[src/rtl/bnn_pkg.sv]
// Shared types and width helpers for the binarised neural-network layer.
package bnn_pkg;

  typedef enum logic {
    ST_ACC  = 1'b0,
    ST_HOLD = 1'b1
  } bnn_state_e;

  function automatic int clog2_min1(input int v);
    return (v <= 2) ? 1 : $clog2(v);
  endfunction

  // Accumulator width: must hold the full vector length L = in_w*beats.
  function automatic int cnt_w(input int in_w, input int beats);
    return $clog2(in_w * beats + 1);
  endfunction

  function automatic int pcnt_w(input int w);
    return $clog2(w + 1);
  endfunction

  function automatic int addr_w(input int neurons, input int beats);
    return clog2_min1(neurons * beats + neurons);
  endfunction

  // Thresholds start right after the weight words.
  function automatic int thr_base(input int neurons, input int beats);
    return neurons * beats;
  endfunction

endpackage

[src/rtl/bnn_layer_if.sv]
// Config, input-beat and result bundle for bnn_layer; out_popcnt exists only with BNN_LAYER_POPCNT_EN.
interface bnn_layer_if
  import bnn_pkg::*;
#(
  parameter int IN_W    = 8,
  parameter int BEATS   = 4,
  parameter int NEURONS = 4
) ();
  localparam int AW    = addr_w(NEURONS, BEATS);
  localparam int CNT_W = cnt_w(IN_W, BEATS);

  logic                cfg_we;
  logic [AW-1:0]       cfg_addr;
  logic [IN_W-1:0]     cfg_data;
  logic                cfg_busy;
  logic                in_valid;
  logic                in_ready;
  logic [IN_W-1:0]     in_data;
  logic                out_valid;
  logic                out_ready;
  logic [NEURONS-1:0]  out_data;
`ifdef BNN_LAYER_POPCNT_EN
  logic [NEURONS*CNT_W-1:0] out_popcnt;

  modport master (
    output cfg_we, cfg_addr, cfg_data, in_valid, in_data, out_ready,
    input  cfg_busy, in_ready, out_valid, out_data, out_popcnt
  );
  modport slave (
    input  cfg_we, cfg_addr, cfg_data, in_valid, in_data, out_ready,
    output cfg_busy, in_ready, out_valid, out_data, out_popcnt
  );
`else
  modport master (
    output cfg_we, cfg_addr, cfg_data, in_valid, in_data, out_ready,
    input  cfg_busy, in_ready, out_valid, out_data
  );
  modport slave (
    input  cfg_we, cfg_addr, cfg_data, in_valid, in_data, out_ready,
    output cfg_busy, in_ready, out_valid, out_data
  );
`endif

endinterface

[src/rtl/bnn_xnor_popcnt.sv]
// Combinational XNOR of one activation beat against one weight word, then popcount of matches.
module bnn_xnor_popcnt #(
  parameter int W = 8
) (
  input  logic [W-1:0]           a_i,
  input  logic [W-1:0]           b_i,
  output logic [$clog2(W+1)-1:0] cnt_o
);
  localparam int PW = $clog2(W + 1);

  logic [W-1:0] match;

  assign match = ~(a_i ^ b_i);

  always_comb begin
    cnt_o = '0;
    for (int i = 0; i < W; i++) begin
      cnt_o = cnt_o + PW'(match[i]);
    end
  end

endmodule

[src/rtl/bnn_layer.sv]
// Binary NN layer: BEATS beats per vector, result one cycle after last beat, held until out_ready.
// Backpressure: in_ready low during HOLD and while a cfg write claims beat 0; option BNN_LAYER_POPCNT_EN.
module bnn_layer
  import bnn_pkg::*;
#(
  parameter int IN_W    = 8,
  parameter int BEATS   = 4,
  parameter int NEURONS = 4
) (
  input  logic       clk,
  input  logic       rst,
  bnn_layer_if.slave bus
);
  localparam int CNT_W = cnt_w(IN_W, BEATS);
  localparam int PW    = pcnt_w(IN_W);
  localparam int AW    = addr_w(NEURONS, BEATS);
  localparam int BW    = clog2_min1(BEATS);
  localparam int BASE  = thr_base(NEURONS, BEATS);

  if (CNT_W > IN_W) begin : g_cnt_w_check
    $error("bnn_layer: accumulator width exceeds IN_W");
  end

  bnn_state_e          state_q, state_d;
  logic [BW-1:0]       beat_q, beat_d;
  logic [CNT_W-1:0]    acc_q [NEURONS];
  logic [CNT_W-1:0]    acc_d [NEURONS];
  logic [CNT_W-1:0]    sum   [NEURONS];
  logic [PW-1:0]       pc    [NEURONS];
  logic                out_valid_q, out_valid_d;
  logic [NEURONS-1:0]  out_data_q, out_data_d;
  logic [IN_W-1:0]     w_q   [NEURONS][BEATS];
  logic [CNT_W-1:0]    thr_q [NEURONS];
`ifdef BNN_LAYER_POPCNT_EN
  logic [NEURONS*CNT_W-1:0] popcnt_q, popcnt_d;
`endif

  logic in_ready;
  logic beat_fire;
  logic cfg_fire;
  logic last_beat;

  // A pending cfg write owns the beat-0 slot so weights never change mid-vector.
  assign in_ready  = (state_q == ST_ACC) && !(bus.cfg_we && (beat_q == '0));
  assign beat_fire = bus.in_valid && in_ready;
  assign cfg_fire  = bus.cfg_we && (state_q == ST_ACC) && (beat_q == '0);
  assign last_beat = (beat_q == BW'(BEATS - 1));

  for (genvar n = 0; n < NEURONS; n++) begin : g_neuron
    bnn_xnor_popcnt #(.W(IN_W)) u_pc (
      .a_i   (bus.in_data),
      .b_i   (w_q[n][beat_q]),
      .cnt_o (pc[n])
    );
  end

  always_comb begin
    for (int n = 0; n < NEURONS; n++) begin
      sum[n] = acc_q[n] + CNT_W'(pc[n]);
    end
  end

  always_comb begin
    state_d     = state_q;
    beat_d      = beat_q;
    acc_d       = acc_q;
    out_valid_d = out_valid_q;
    out_data_d  = out_data_q;
`ifdef BNN_LAYER_POPCNT_EN
    popcnt_d    = popcnt_q;
`endif
    case (state_q)
      ST_ACC: begin
        if (beat_fire) begin
          if (last_beat) begin
            for (int n = 0; n < NEURONS; n++) begin
              out_data_d[n] = (sum[n] >= thr_q[n]);
              acc_d[n]      = '0;
`ifdef BNN_LAYER_POPCNT_EN
              popcnt_d[n*CNT_W +: CNT_W] = sum[n];
`endif
            end
            out_valid_d = 1'b1;
            beat_d      = '0;
            state_d     = ST_HOLD;
          end else begin
            acc_d  = sum;
            beat_d = BW'(beat_q + 1'b1);
          end
        end
      end
      default: begin
        if (bus.out_ready) begin
          out_valid_d = 1'b0;
          state_d     = ST_ACC;
        end
      end
    endcase
  end

  always_ff @(posedge clk) begin
    if (rst) begin
      state_q     <= ST_ACC;
      beat_q      <= '0;
      out_valid_q <= 1'b0;
      out_data_q  <= '0;
      for (int n = 0; n < NEURONS; n++) begin
        acc_q[n] <= '0;
      end
`ifdef BNN_LAYER_POPCNT_EN
      popcnt_q    <= '0;
`endif
    end else begin
      state_q     <= state_d;
      beat_q      <= beat_d;
      out_valid_q <= out_valid_d;
      out_data_q  <= out_data_d;
      acc_q       <= acc_d;
`ifdef BNN_LAYER_POPCNT_EN
      popcnt_q    <= popcnt_d;
`endif
    end
  end

  always_ff @(posedge clk) begin
    if (rst) begin
      for (int n = 0; n < NEURONS; n++) begin
        thr_q[n] <= '0;
        for (int b = 0; b < BEATS; b++) begin
          w_q[n][b] <= '0;
        end
      end
    end else if (cfg_fire) begin
      for (int n = 0; n < NEURONS; n++) begin
        for (int b = 0; b < BEATS; b++) begin
          if (bus.cfg_addr == AW'(n * BEATS + b)) w_q[n][b] <= bus.cfg_data;
        end
        if (bus.cfg_addr == AW'(BASE + n)) thr_q[n] <= bus.cfg_data[CNT_W-1:0];
      end
    end
  end

  assign bus.in_ready  = in_ready;
  assign bus.cfg_busy  = (state_q == ST_HOLD) || (beat_q != '0);
  assign bus.out_valid = out_valid_q;
  assign bus.out_data  = out_data_q;
`ifdef BNN_LAYER_POPCNT_EN
  assign bus.out_popcnt = popcnt_q;
`endif

endmodule

[src/flat_wrapper.sv]
// flat-port wrapper written by rule: the top's interface ports become plain ports
module bnn_layer_flat import bnn_pkg::*;
#(
  parameter int IN_W    = 8,
  parameter int BEATS   = 4,
  parameter int NEURONS = 4
)
  (clk, rst, bus_cfg_we, bus_cfg_addr, bus_cfg_data, bus_in_valid, bus_in_data, bus_out_ready, bus_cfg_busy, bus_in_ready, bus_out_valid, bus_out_data);
  bnn_layer_if #(.IN_W(IN_W), .BEATS(BEATS), .NEURONS(NEURONS)) bus_i ();
  input  logic clk;
  input  logic rst;
  input wire logic [$bits(bus_i.cfg_we)-1:0] bus_cfg_we;
  input wire logic [$bits(bus_i.cfg_addr)-1:0] bus_cfg_addr;
  input wire logic [$bits(bus_i.cfg_data)-1:0] bus_cfg_data;
  input wire logic [$bits(bus_i.in_valid)-1:0] bus_in_valid;
  input wire logic [$bits(bus_i.in_data)-1:0] bus_in_data;
  input wire logic [$bits(bus_i.out_ready)-1:0] bus_out_ready;
  output wire logic [$bits(bus_i.cfg_busy)-1:0] bus_cfg_busy;
  output wire logic [$bits(bus_i.in_ready)-1:0] bus_in_ready;
  output wire logic [$bits(bus_i.out_valid)-1:0] bus_out_valid;
  output wire logic [$bits(bus_i.out_data)-1:0] bus_out_data;
  assign bus_i.cfg_we = bus_cfg_we;
  assign bus_i.cfg_addr = bus_cfg_addr;
  assign bus_i.cfg_data = bus_cfg_data;
  assign bus_i.in_valid = bus_in_valid;
  assign bus_i.in_data = bus_in_data;
  assign bus_i.out_ready = bus_out_ready;
  assign bus_cfg_busy = bus_i.cfg_busy;
  assign bus_in_ready = bus_i.in_ready;
  assign bus_out_valid = bus_i.out_valid;
  assign bus_out_data = bus_i.out_data;
  bnn_layer #(.IN_W(IN_W), .BEATS(BEATS), .NEURONS(NEURONS)) u_core (.clk(clk), .rst(rst), .bus(bus_i));
endmodule
[config.mk]
export PLATFORM = sky130hd
export DESIGN_NAME = bnn_layer_flat
export DESIGN_NICKNAME = d
export VERILOG_FILES = /design/src/rtl/bnn_pkg.sv /design/src/rtl/bnn_layer_if.sv /design/src/rtl/bnn_xnor_popcnt.sv /design/src/rtl/bnn_layer.sv /design/src/flat_wrapper.sv
export SDC_FILE = /design/constraint.sdc
export NUM_CORES = 1
export LEC_CHECK = 0
export CORE_AREA = 3 3 138 140
export CTS_BUF_LIST = sky130_fd_sc_hd__clkbuf_4 sky130_fd_sc_hd__clkbuf_8
export CTS_CLUSTER_SIZE = 24
export DETAILED_ROUTE_END_ITERATION = 10
export DIE_AREA = 0 0 141 143
export PLACE_DENSITY_LB_ADDON = 0.08
export SLEW_MARGIN = 10
export SYNTH_ARGS = -nofsm -noshare
export SYNTH_HDL_FRONTEND = slang
export SYNTH_SLANG_ARGS = --single-unit
[constraint.sdc]
create_clock -name clk -period 9.61 [get_ports clk]
set_clock_uncertainty 0.1 [all_clocks]
set_input_delay 1.922 -clock clk [delete_from_list [all_inputs] [get_ports clk]]
set_output_delay 1.922 -clock clk [all_outputs]
set_load 0.005 [all_outputs]
==> summary.txt <==
Die
  – Site Rows: 49
  – Die height: 143 um
  – Die X-Extent: 141 um
  – Initial Util: 54.72%
  – Core ar.: 17960 um2
  – IO Pins: 33
  – Die area: 20160 um2

Route
  – Pre-antenna DRT Iters: 4
  – Routed via count: 5744
  – Wirelength per Cell: 19.94 um
  – DR DRC count: 0
  – WL final: 20060 um
  – Final ANT Viol Nets: 0
  – Via density: 5.710
  – Initial DRC count: 379

Clocking
  – Worst skew pair latency: 460 ps
  – Cts repair resizes: 0
  – CTS Buf Count: 17
  – Post-CTS setup buffer count: 0
  – Deepest clock path buffer count: 2
  – TritonCTS clock tree: built
  – Total clock sinks: 184
  – Hold Buf Count CTS: 0
  – Root buf cell: clkbuf_8
  – H-tree levels: 4
  – Clock slew at reported path FFs: 100 ps

Synth
  – Top-count cell post-synth: edfxtp_1
  – Flops & latches, synth: 184
  – Post-synthesis sequential area ratio: 52.95%
  – Synth top cells by count: edfxtp_1, and2_1, inv_1, ha_1
  – Cell taking the most area after synthesis: edfxtp_1
  – Ys Warns: 0
  – Main synth FF type: edfxtp_1
  – Top cell type's share of synthesized area: 46.44%
  – Async SR Flop Fraction: 0%
  – Cells after Synth: 745
  – Count of different cell masters after synthesis: 47
  – Synth Area per Inst: 13.19 um2
  – Post-synth EDFFs: 152
  – Synth top area cells: edfxtp_1, mux4_2, dfxtp_1
  – Cell Area, Synth: 9829 um2
  – Post-Synthesis Net Count: 841

STA
  – Slew HR: 37.22%
  – Pins Over Slew Limit: 0
  – RSZ-0062 raised after global routing: no
  – Final Critical Period: 6139 ps
  – Sum Neg Setup Slack: 0 ps
  – Post-route clock period utilization: 63.88%
  – Measured slew at the worst slew-check pin: 939.8 ps
  – Fmax: 162.9 MHz
  – Final Hold Fails: 0
  – Final setup vio count: 0
  – Hold WS: 359.6 ps

Status
  – Outcome: completed

Final layout
  – Fraction of layout cells with a size suffix above 1: 11.58%
  – Syn-to-layout area delta: 8.516%
  – Post-Layout Inst Area: 10670 um2
  – Nets: 860
  – Diode count: 0

Global routing
  – Gr usage total: 21.04%
  – GRT overflow: 0
  – Largest net degree at the start of global routing: 70
  – Vias in the first global route: 5933
  – First-pass GRT wire length: 31990 um
  – Initial antenna violation count: 0

Critical path
  – Critical path class: primary input to register
  – Crit start category: primary input
  – Worst path required time: 9880 ps
  – Crit. End Element: register
  – Crit path max fanout: 4
  – Worst Path Arrival: 6410 ps

Placement
  – Routability cong.: 0.7991
  – Buffers on Ports: 32
  – HPWL after DPL: 14150 um
  – Placed cell area: 10300 um2

Pwr
  – Maximum vdd ir drop: 0.0001129 V
  – P_leak: 4.084 nW
  – Power density over the cells: 219.7 nW/um2

Min path
  – Hold Crit Class: register to register

Job
  – Max-cap violations: 0
==> logic make-up after synthesis <==
family / share of synthesized area, %
XOR/XNOR: 4.010
AND/OR/NAND/NOR: 15.13
flip-flops: 52.95
multiplexers: 7.332
AO/OA/AOI/OAI: 6.110
adder cells (fa/ha/maj): 10.44
buffers and inverters: 4.022
==> through the flow <==
step | utilization [%] | setup WS, ps | power [mW] | instances
6_report | 59.38 | 3471 | 2.343 | 1006
5_1_grt | 59.38 | 3100 | 2.556 | 1006
4_1_cts | 59.38 | 3471 | 2.365 | 1006
3_5_place_dp | 57.34 | 2949 | 1.858 | 974
3_3_place_gp | 57.34 | 3110 | 1.825 | 974
2_1_floorplan | - | 3990 | 1.635 | 745
==> cell usage in the layout (no fill, tap or decap), drive strengths merged, types with 2 or more instances in the layout <==
| cell | synthesis | final |
|---|---|---|
| nor2b | 9 | 9 |
| nand2 | 28 | 28 |
| fa | 20 | 20 |
| or3 | 9 | 9 |
| nand2b | 6 | 6 |
| dfxtp | 32 | 32 |
| o21bai | 16 | 16 |
| or4b | 4 | 4 |
| a311oi | 4 | 4 |
| clkinv | 0 | 6 |
| nor3b | 5 | 5 |
| nor2 | 16 | 16 |
| o221ai | 4 | 4 |
| and3 | 9 | 9 |
| a21o | 6 | 6 |
| inv | 62 | 70 |
| clkdlybuf4s50 | 0 | 31 |
| ha | 50 | 50 |
| a31oi | 4 | 4 |
| xnor2 | 28 | 28 |
| nor3 | 13 | 13 |
| buf | 18 | 5 |
| o2111ai | 4 | 4 |
| a21oi | 25 | 25 |
| a22o | 4 | 4 |
| and2 | 101 | 101 |
| a221oi | 4 | 4 |
| clkbuf | 18 | 17 |
| edfxtp | 152 | 152 |
| nand3b | 10 | 10 |
| or2 | 2 | 2 |
| xor2 | 17 | 17 |
| a211oi | 4 | 4 |
| o21ai | 12 | 12 |
| mux4 | 32 | 32 |
| or4 | 12 | 12 |
==> routing by layer <==
metal | track usage [%] | up-vias | part of all wire [%]
met5 | 0 | - | 0
met4 | 7.649 | 0 | 2.4
met3 | 4.421 | 37 | 4.5
met2 | 35.38 | 137 | 50
met1 | 27.25 | 2847 | 43
li1 | - | 2723 | -
==> path summary, 6_finish.rpt <==
| kind | from | end | slack (ps) | depth (start not counted) |
|---|---|---|---|---|
| hold reg to reg | u_core.acc_q[8]$_SDFFE_PP0P_ | u_core.acc_q[8]$_SDFFE_PP0P_ | 360 | 2 |
| setup / recovery | bus_in_data[0] | u_core.bus.out_data[2]$_SDFFE_PP0P_ | 3470 | 16 |
| hold / removal | u_core.acc_q[8]$_SDFFE_PP0P_ | u_core.acc_q[8]$_SDFFE_PP0P_ | 360 | 2 |
| setup reg to reg | u_core.beat_q[0]$_SDFFE_PP0P_ | u_core.bus.out_data[3]$_SDFFE_PP0P_ | 3810 | 17 |
==> state kept, by name, summed over array words and instances (netlist names) <==
register	count
u_core.bus.out_valid	1
u_core.thr_q	24
u_core.bus.out_data	4
u_core.acc_q	24
u_core.w_q	128
u_core.state_q	1
u_core.beat_q	2
==> final cells by class <==
| class | instances | area, um2 |
|---|---|---|
| fill | 1426 | 7297 |
| sequential | 184 | 5206 |
| multi-input combinational | 463 | 4229 |
| timing repair buffer | 36 | 345.3 |
| tap | 229 | 286.5 |
| clock buffer | 17 | 234.0 |
| inverter | 62 | 232.7 |
| clock inverter | 15 | 132.6 |
==> where the power goes <==
group | leakage [nW] | internal, mW | total [mW] | switching [mW]
clock network | 0.189 | 0.190 | 0.499 | 0.309
registers | 1.83 | 0.914 | 0.940 | 0.0253
logic | 2.06 | 0.398 | 0.904 | 0.507
==> worst max-delay path, stage by stage <==
cell             delay, ps
clkdlybuf4s50_1        640
xor2_1                 240
fa_1                   480
fa_1                   550
inv_1                   50
fa_1                   500
fa_1                   460
inv_1                   90
fa_1                   220
nor2b_1                 60
o21ai_0                210
nor2b_1                240
xnor2_1                100
ha_1                   280
o2111ai_1               90
a311oi_1               280
Power figures use the tool's default switching activity.
